===== config.mk =====
export PLATFORM = sky130hd
export DESIGN_NAME = fifo_rd_ctrl
export DESIGN_NICKNAME = d
export VERILOG_FILES = /design/src/rtl/fir_pkg.sv /design/src/rtl/out_skid_buf.sv /design/src/rtl/fifo_rd_ctrl.sv
export SDC_FILE = /design/constraint.sdc
export NUM_CORES = 1
export LEC_CHECK = 0
export CORE_MARGIN = 1
export CORE_UTILIZATION = 25
export CTS_BUF_LIST = sky130_fd_sc_hd__clkbuf_8
export CTS_CLUSTER_DIAMETER = 80
export DETAILED_ROUTE_END_ITERATION = 8
export PLACE_DENSITY_LB_ADDON = 0.05
export SYNTH_ARGS = -nofsm -noshare
export SYNTH_HDL_FRONTEND = slang
export SYNTH_SLANG_ARGS = --single-unit

===== constraint.sdc =====
create_clock -name clk2 -period 1.9 [get_ports clk2]
set_input_delay 0.19 -clock clk2 [delete_from_list [all_inputs] [get_ports clk2]]
set_output_delay 0.19 -clock clk2 [all_outputs]
set_load 0.1 [all_outputs]

===== src/rtl/fir_pkg.sv =====
// Shared FIR-core constants, read-controller FSM states and a mod-3 pointer helper.
package fir_pkg;
  localparam int DATA_W    = 16;
  localparam int FRAME_LEN = 64;
  localparam int CNT_W     = 16;
  localparam int BUF_DEPTH = 3;

  typedef enum logic [1:0] {
    ST_INIT,
    ST_IDLE,
    ST_RUN,
    ST_DRAIN
  } rd_state_e;

  function automatic logic [1:0] ptr_inc3(input logic [1:0] p);
    return (p == 2'd2) ? 2'd0 : p + 2'd1;
  endfunction
endpackage


===== src/rtl/out_skid_buf.sv =====
// Three-entry output FIFO; head is combinational (zero-latency pop), push lands next cycle.
// Push and pop together keep occupancy; the caller never pushes when full.
module out_skid_buf
  import fir_pkg::*;
#(
  parameter int W = DATA_W
) (
  input  logic         clk,
  input  logic         rst_n,
  input  logic         push,
  input  logic [W-1:0] push_dat,
  input  logic         pop,
  output logic [1:0]   occ,
  output logic [W-1:0] head
);
  logic [W-1:0] mem_q [BUF_DEPTH];
  logic [W-1:0] mem_d [BUF_DEPTH];
  logic [1:0]   wr_ptr_q, wr_ptr_d;
  logic [1:0]   rd_ptr_q, rd_ptr_d;
  logic [1:0]   occ_q, occ_d;
  logic         do_pop;

  always_comb begin
    mem_d    = mem_q;
    wr_ptr_d = wr_ptr_q;
    rd_ptr_d = rd_ptr_q;
    occ_d    = occ_q;
    do_pop   = pop && (occ_q != 2'd0);
    if (push) begin
      mem_d[wr_ptr_q] = push_dat;
      wr_ptr_d        = ptr_inc3(wr_ptr_q);
    end
    if (do_pop) begin
      rd_ptr_d = ptr_inc3(rd_ptr_q);
    end
    case ({push, do_pop})
      2'b10:   occ_d = occ_q + 2'd1;
      2'b01:   occ_d = occ_q - 2'd1;
      default: occ_d = occ_q;
    endcase
  end

  always_ff @(posedge clk or negedge rst_n) begin
    if (!rst_n) begin
      mem_q    <= '{default: '0};
      wr_ptr_q <= 2'd0;
      rd_ptr_q <= 2'd0;
      occ_q    <= 2'd0;
    end else begin
      mem_q    <= mem_d;
      wr_ptr_q <= wr_ptr_d;
      rd_ptr_q <= rd_ptr_d;
      occ_q    <= occ_d;
    end
  end

  // Head forced to zero when empty so out_data is clean while out_valid is low.
  assign occ  = occ_q;
  assign head = (occ_q != 2'd0) ? mem_q[rd_ptr_q] : '0;
endmodule


===== src/rtl/fifo_rd_ctrl.sv =====
// FIFO read controller: issues rd_en, captures rd_data one cycle later into a 3-deep buffer, emits framed valid/ready samples.
// Accepted read at edge N gives out_valid after edge N+1; with out_ready low the buffer fills to 3 and reads stop.
module fifo_rd_ctrl #(
  parameter int DATA_W    = fir_pkg::DATA_W,
  parameter int FRAME_LEN = fir_pkg::FRAME_LEN,
  parameter int CNT_W     = fir_pkg::CNT_W
) (
  input  logic              clk2,
  input  logic              rd_rstn,
  input  logic              run,
  input  logic              fifo_empty,
  input  logic [DATA_W-1:0] rd_data,
  output logic              rd_en,
  output logic [DATA_W-1:0] out_data,
  output logic              out_valid,
  input  logic              out_ready,
  output logic              out_last,
  output logic [CNT_W-1:0]  sample_cnt,
  output logic              busy
);
  localparam int FW = $clog2(FRAME_LEN);
  typedef fir_pkg::rd_state_e state_e;

  state_e           state_q, state_d;
  logic             init_cnt_q, init_cnt_d;
  logic             pending_q, pending_d;
  logic [FW-1:0]    frame_idx_q, frame_idx_d;
  logic [CNT_W-1:0] sample_cnt_q, sample_cnt_d;
  logic [1:0]       occ;
  logic             pop;

  out_skid_buf #(.W(DATA_W)) u_buf (
    .clk      (clk2),
    .rst_n    (rd_rstn),
    .push     (pending_q),
    .push_dat (rd_data),
    .pop      (pop),
    .occ      (occ),
    .head     (out_data)
  );

  assign out_valid  = (occ != 2'd0);
  assign pop        = out_valid && out_ready;
  assign out_last   = out_valid && (frame_idx_q == FW'(FRAME_LEN - 1));
  assign sample_cnt = sample_cnt_q;
  assign busy       = (state_q != fir_pkg::ST_IDLE);
  // Count the in-flight read as a reserved slot so a capture never finds the buffer full.
  assign rd_en = (state_q == fir_pkg::ST_RUN) && run &&
                 (({1'b0, occ} + {2'b00, pending_q}) < 3'(fir_pkg::BUF_DEPTH));

  always_comb begin
    state_d      = state_q;
    init_cnt_d   = init_cnt_q;
    pending_d    = rd_en && !fifo_empty;
    frame_idx_d  = pop ? frame_idx_q + FW'(1) : frame_idx_q;
    sample_cnt_d = pop ? sample_cnt_q + CNT_W'(1) : sample_cnt_q;
    case (state_q)
      fir_pkg::ST_INIT: begin
        init_cnt_d = 1'b1;
        if (init_cnt_q) state_d = fir_pkg::ST_IDLE;
      end
      fir_pkg::ST_IDLE: if (run) state_d = fir_pkg::ST_RUN;
      fir_pkg::ST_RUN:  if (!run) state_d = fir_pkg::ST_DRAIN;
      fir_pkg::ST_DRAIN: begin
        if (run) state_d = fir_pkg::ST_RUN;
        else if (!pending_q && (occ == 2'd0)) state_d = fir_pkg::ST_IDLE;
      end
      default: state_d = fir_pkg::ST_INIT;
    endcase
  end

  always_ff @(posedge clk2 or negedge rd_rstn) begin
    if (!rd_rstn) begin
      state_q      <= fir_pkg::ST_INIT;
      init_cnt_q   <= 1'b0;
      pending_q    <= 1'b0;
      frame_idx_q  <= '0;
      sample_cnt_q <= '0;
    end else begin
      state_q      <= state_d;
      init_cnt_q   <= init_cnt_d;
      pending_q    <= pending_d;
      frame_idx_q  <= frame_idx_d;
      sample_cnt_q <= sample_cnt_d;
    end
  end

  assert property (@(posedge clk2) disable iff (!rd_rstn) !(pending_q && (occ == 2'd3)));
endmodule


== Yosys cells after proc, flatten, opt, wreduce, memory -nomap -nowiden ==
Cells that the tools add are included.

* Register bits after elaboration: 80
* Bits in latches: 0
* Memory bits (writable): 0
* Memory bits (read-only): 0
* Input bits: 21
* Output and inout port bits: 36
* Word-level logic and storage cells: 68
* Memories: 0

* Add/subtract/negate cells: 7
* Multiply operators: 0
* Divide/modulo/power cells: 0
* Order comparisons: 4
* Equal/unequal tests: 13
* Shift operators: 0
* Multiplexer cells: 16
* Bitwise operators: 2
* Reductions and logical operators: 15

{| class="wikitable"
|+ Operator list
! kind !! number
|-
| 16-bit 2-to-1 mux || 4
|-
| 48-bit bitwise mux || 1
|-
| 16-bit binary-select mux with 2-bit select || 1
|-
| 16-bit demux with 2-bit select || 1
|-
| 16-bit by 1-bit adder with 16-bit output, second input constant || 1
|-
| 2-bit 2-to-1 mux || 7
|-
| 2-bit == test, second input constant || 5
|-
| 1-bit logical AND || 8
|-
| 2-bit case mux with 4 select lines || 1
|-
| 2-bit by 1-bit adder with 2-bit output, second input constant || 3
|-
| 6-bit by 1-bit adder with 6-bit output, second input constant || 1
|-
| 6-bit == test, second input constant || 1
|-
| 3-bit >= comparator, second input constant || 2
|-
| 2-bit inequality test, second input constant || 3
|-
| 2-bit inverter with 3-bit output || 2
|-
| 2-bit by 1-bit == test with 1-bit output, second input constant || 2
|-
| 2-bit logical NOT || 2
|-
| 2-bit case mux with 2 select lines || 1
|-
| 4-bit AND reduction || 1
|-
| 2-bit nonzero test || 2
|-
| 2-bit by 1-bit adder with 3-bit output || 1
|-
| 3-bit by 1-bit less-than comparator with 1-bit output, second input constant || 1
|-
| 3-bit by 2-bit less-than comparator with 1-bit output, second input constant || 1
|-
| 3-bit inequality test, second input constant || 1
|-
| 3 further kinds || 4
|}

== Depth between registers and ports, before layout ==
* Word-level depth: 6
* Mapped depth: 7
* Depth with buffers taken out: 6

== By module ==
Synthesis repeated with hierarchy kept, for this count alone.

* Cell total of the unflattened synthesis: 301
* Area total of the unflattened synthesis: 3706.1 µm²

{| class="wikitable"
|+ Modules (own cells, without submodules)
! module !! times used !! cells each !! area each (µm²) !! sequential area each (µm²)
|-
| out_skid_buf || 1 || 198 || 2528.7 || 1351.3
|-
| fifo_rd_ctrl || 1 || 103 || 1177.4 || 650.6
|}

== Worst setup path after synthesis ==
No wires, ideal clock.

* Path type: register to output
* Start point: reg u_buf.occ_q[0] (netlist: u_buf.occ[0])
* End point: out out_last
* Arrival: 2.726 ns
* Data required time: 1.710 ns
* Slack: -1.016 ns
* Stages on the path, launching flop included: 4
* Path buffers: 1
* Cells stage by stage: dfrtp_1 buf_2 nor2_1 nor3_1

* Cells in the longest elaborated chain, start to end: 2

{| class="wikitable"
|+ Ends and longest elaborated chain
! item !! RTL line !! text
|-
| from (decl) || out_skid_buf.sv:20 || <nowiki>logic [1:0] occ_q, occ_d;</nowiki>
|-
| from (signal assigned) || out_skid_buf.sv:48 || <nowiki>occ_q <= 2'd0;</nowiki>
|-
| from (signal assigned) || out_skid_buf.sv:53 || <nowiki>occ_q <= occ_d;</nowiki>
|-
| 2-bit nonzero test || fifo_rd_ctrl.sv:42 || <nowiki>assign out_valid = (occ != 2'd0);</nowiki>
|-
| 1-bit logical AND || fifo_rd_ctrl.sv:44 || <nowiki>assign out_last = out_valid && (frame_idx_q == FW'(FRAME_LEN - 1));</nowiki>
|-
| to (decl) || fifo_rd_ctrl.sv:17 || <nowiki>output logic out_last,</nowiki>
|}

No other way between the ends.

== Worst setup path in the final report ==
* Start point: reg u_buf.occ_q[0] (netlist: u_buf.occ[0])
* End point: out out_data[7]

* Cells in the longest elaborated chain, start to end: 2

{| class="wikitable"
|+ Ends and longest elaborated chain
! item !! RTL line !! text
|-
| 2-bit nonzero test || out_skid_buf.sv:59 || <nowiki>assign head = (occ_q != 2'd0) ? mem_q[rd_ptr_q] : '0;</nowiki>
|-
| 16-bit 2-to-1 mux || out_skid_buf.sv:59 ||
|-
| to (decl) || fifo_rd_ctrl.sv:14 || <nowiki>output logic [DATA_W-1:0] out_data,</nowiki>
|}

No other way between the ends.

==> impl_metrics.toml <==
[run_status]
status = "completed"

[clock_network]
clock_path_buffers = 2
clock_latency_ns = 0.36
cts_sinks = 80
numCtsBuffers = 9
cts-root-buf = "clkbuf_8"
clk_pin_slew_worst_paths_ns = 0.09
cts_tree = "built"
h-tree-depth = 3

[finish]
post_route_cells_drive_above_1_share_pct = 45.22
fillers = 1356
mostFrequentLayoutCell = "dfrtp_1"
final_cell_count_no_fill = 567
antenna_cells = 0
area_growth_pct = 45.41
finalNetCount = 408
final_cell_mix = "dfrtp_1 (72), mux2_2 (48), buf_4 (32)"

[worst_setup_path]
critPathSlowestCell = "dfrtp_2"
path_class = "flop to output port"
crit_buf_inv = 4
slowest_delay_ns = 0.42
crit_chain = "buf_6 > buf_6 > nor2_4 > clkbuf_16 > nor2_4 > buf_12"
crit_arrival_ns = 1.68
cp_max_fo = 5
startpoint_type = "flop"
cp-end-kind = "output port"
crit_required_ns = 1.71
crit_family = "buffers and inverters"

[floorplan]
num_rows = 43
die_y_microns = 121.7
core-area_sq_um = 13930
ioPinCount = 57
die_x_microns = 121.7
start_util_pct = 25.71
die-area_sq_um = 14810

[global_route]
grt_usage_pct = 12.87
grt_antenna_before_repair = 0
grt_max_degree = 33
grt_pass1_wl_mm = 14.29
grt_pass1_vias = 2664
gr-total-overflow = 0

[synth]
yosysUniqueCellTypes = 31
synth_area_sq_um = 3582
synth_fp_nets = 327
yosysSeqAreaShare_pct = 55.89
synth_seq_cells = 80
avgSynthCellArea_sq_um = 11.90
yosysWarnings = 0
synth_cells = 301

[timing]
fin_tns_setup_ns = 0
slew_headroom_pct = 70.57
rsz0062_at_grt = "true"
slew_violations = 0
min_period_ns = 1.874
worst_slew_pin_slew_ns = 0.4415
setup_violations = 0
max_clock_freq_mhz = 533.6
finalClockSkew_ns = 0.006210
hold_violations = 0
finalCritPeriodShare_pct = 98.63

[route]
first_iter_violations = 68
num_vias = 2449
ant_nets = 0
finalWirelength_mm = 8.440
drtPass1Iterations = 4
wl_per_cell_microns = 14.89
drcViolationCount = 0
via_per_inst = 4.319

[job]
maxCapViolCount = 0

[hold_path]
hp-class = "input pin to asynchronous set/reset pin"

[placed_design]
hpwl_mm = 5.538
port_buffers = 56
place_congestion = 0.7015
place_inst = 542
==> per-layer routing <==
layer / vias to the layer above / track usage [%] / part of all wire (%)
li1: 1187 / - / -
met1: 1215 / 17.20 / 49
met2: 40 / 19.67 / 46
met3: 7 / 4.167 / 3.9
met4: 0 / 3.935 / 1.2
met5: - / 0 / 0
==> cell type report <==
class                           instances  area, sq um  share of cell area, %
Multi-Input combinational cell        202         1710                  32.84
Clock buffer                           12        165.2                  3.171
Tap cell                              180        225.2                  4.324
Inverter                                6        25.02                 0.4804
Timing Repair Buffer                   83        996.0                  19.12
Clock inverter                          4        67.56                  1.297
Sequential cell                        80         2019                  38.77
==> worst paths after layout <==
path                       cells past startpoint  slack [ns]                          end                  startpoint
min in group clk2                              2        0.37          pending_q$_DFF_PN0_                  fifo_empty
max reg2reg                                    9        0.16     u_buf.occ[1]$_DFFE_PN0P_    u_buf.occ[0]$_DFFE_PN0P_
min                                            2        0.31    sample_cnt[3]$_DFFE_PN0P_                     rd_rstn
max in group asynchronous                      3        0.96  u_buf.mem_q[44]$_DFFE_PN0P_                     rd_rstn
min reg2reg                                    1        0.47   frame_idx_q[5]$_DFFE_PN0P_  frame_idx_q[5]$_DFFE_PN0P_
max                                            6        0.03                  out_data[7]    u_buf.occ[0]$_DFFE_PN0P_
==> through the flow <==
stage	hold slack, ns	utilization, %	worst slack [ns]	cell area [sq um]
global placement	0.1807	34.20	-0.02159	4766
floorplan	-0.1056	-	-0.2146	3709
CTS	0.3174	36.76	-0.02382	5122
detailed placement	0.1852	34.20	-0.01604	4766
finish	0.3132	37.38	0.02609	5209
global route	0.3381	37.38	-0.08611	5209
==> kinds of logic (layout without fill, tap and decap cells) <==
kind of cell	count (synthesis)	after routing	synth area share, %
flip-flops	80	80	55.89
multiplexers	64	64	19.56
adder cells (fa/ha/maj)	5	5	1.746
buffers and inverters	19	105	2.200
AND/OR/NAND/NOR	85	85	10.86
AO/OA/AOI/OAI	25	25	4.122
XOR/XNOR	23	23	5.623
==> repair_timing <==
action,CTS,global route
endpoints found under the hold margin,29,0
buffers inserted,5,1
cloned,1,1
endpoints found under the setup margin,17,19
pin swaps,4,9
hold buffers,1,0
gates resized for setup,17,15
==> registers in the layout (all words and copies together) (netlist names) <==
name,count
u_buf.rd_ptr_q,2
state_q,2
u_buf.occ,2
u_buf.wr_ptr_q,2
init_cnt_q,1
sample_cnt,16
u_buf.mem_q,48
pending_q,1
frame_idx_q,6
==> synth_stat cells, drive strengths merged <==
| cell | instances | area [sq um] |
|---|---|---|
| mux2 | 48 | 540.5 |
| nor3 | 5 | 35.03 |
| nand2b | 2 | 12.51 |
| nand3 | 6 | 30.03 |
| or2 | 1 | 6.260 |
| a21oi | 17 | 85.08 |
| nand4bb | 1 | 11.26 |
| or4 | 1 | 7.510 |
| and3 | 1 | 6.260 |
| clkinv | 1 | 3.750 |
| and4 | 1 | 8.760 |
| nor2 | 43 | 161.4 |
| clkbuf | 6 | 22.52 |
| a22o | 1 | 8.760 |
| mux2i | 16 | 160.2 |
| ha | 5 | 62.56 |
| buf | 7 | 33.78 |
| inv | 5 | 18.77 |
| nand2 | 16 | 60.06 |
| dfrtp | 80 | 2002 |
| a21o | 2 | 15.01 |
| o211ai | 1 | 7.510 |
| nor2b | 2 | 12.51 |
| o21ai | 4 | 31.28 |
| or3 | 2 | 12.51 |
| xnor2 | 12 | 105.1 |
| xor2 | 11 | 96.34 |
| nand4 | 4 | 25.02 |
Power is not shown: default switching activity piles up to over one toggle a cycle in this logic, so the estimate is an artifact.
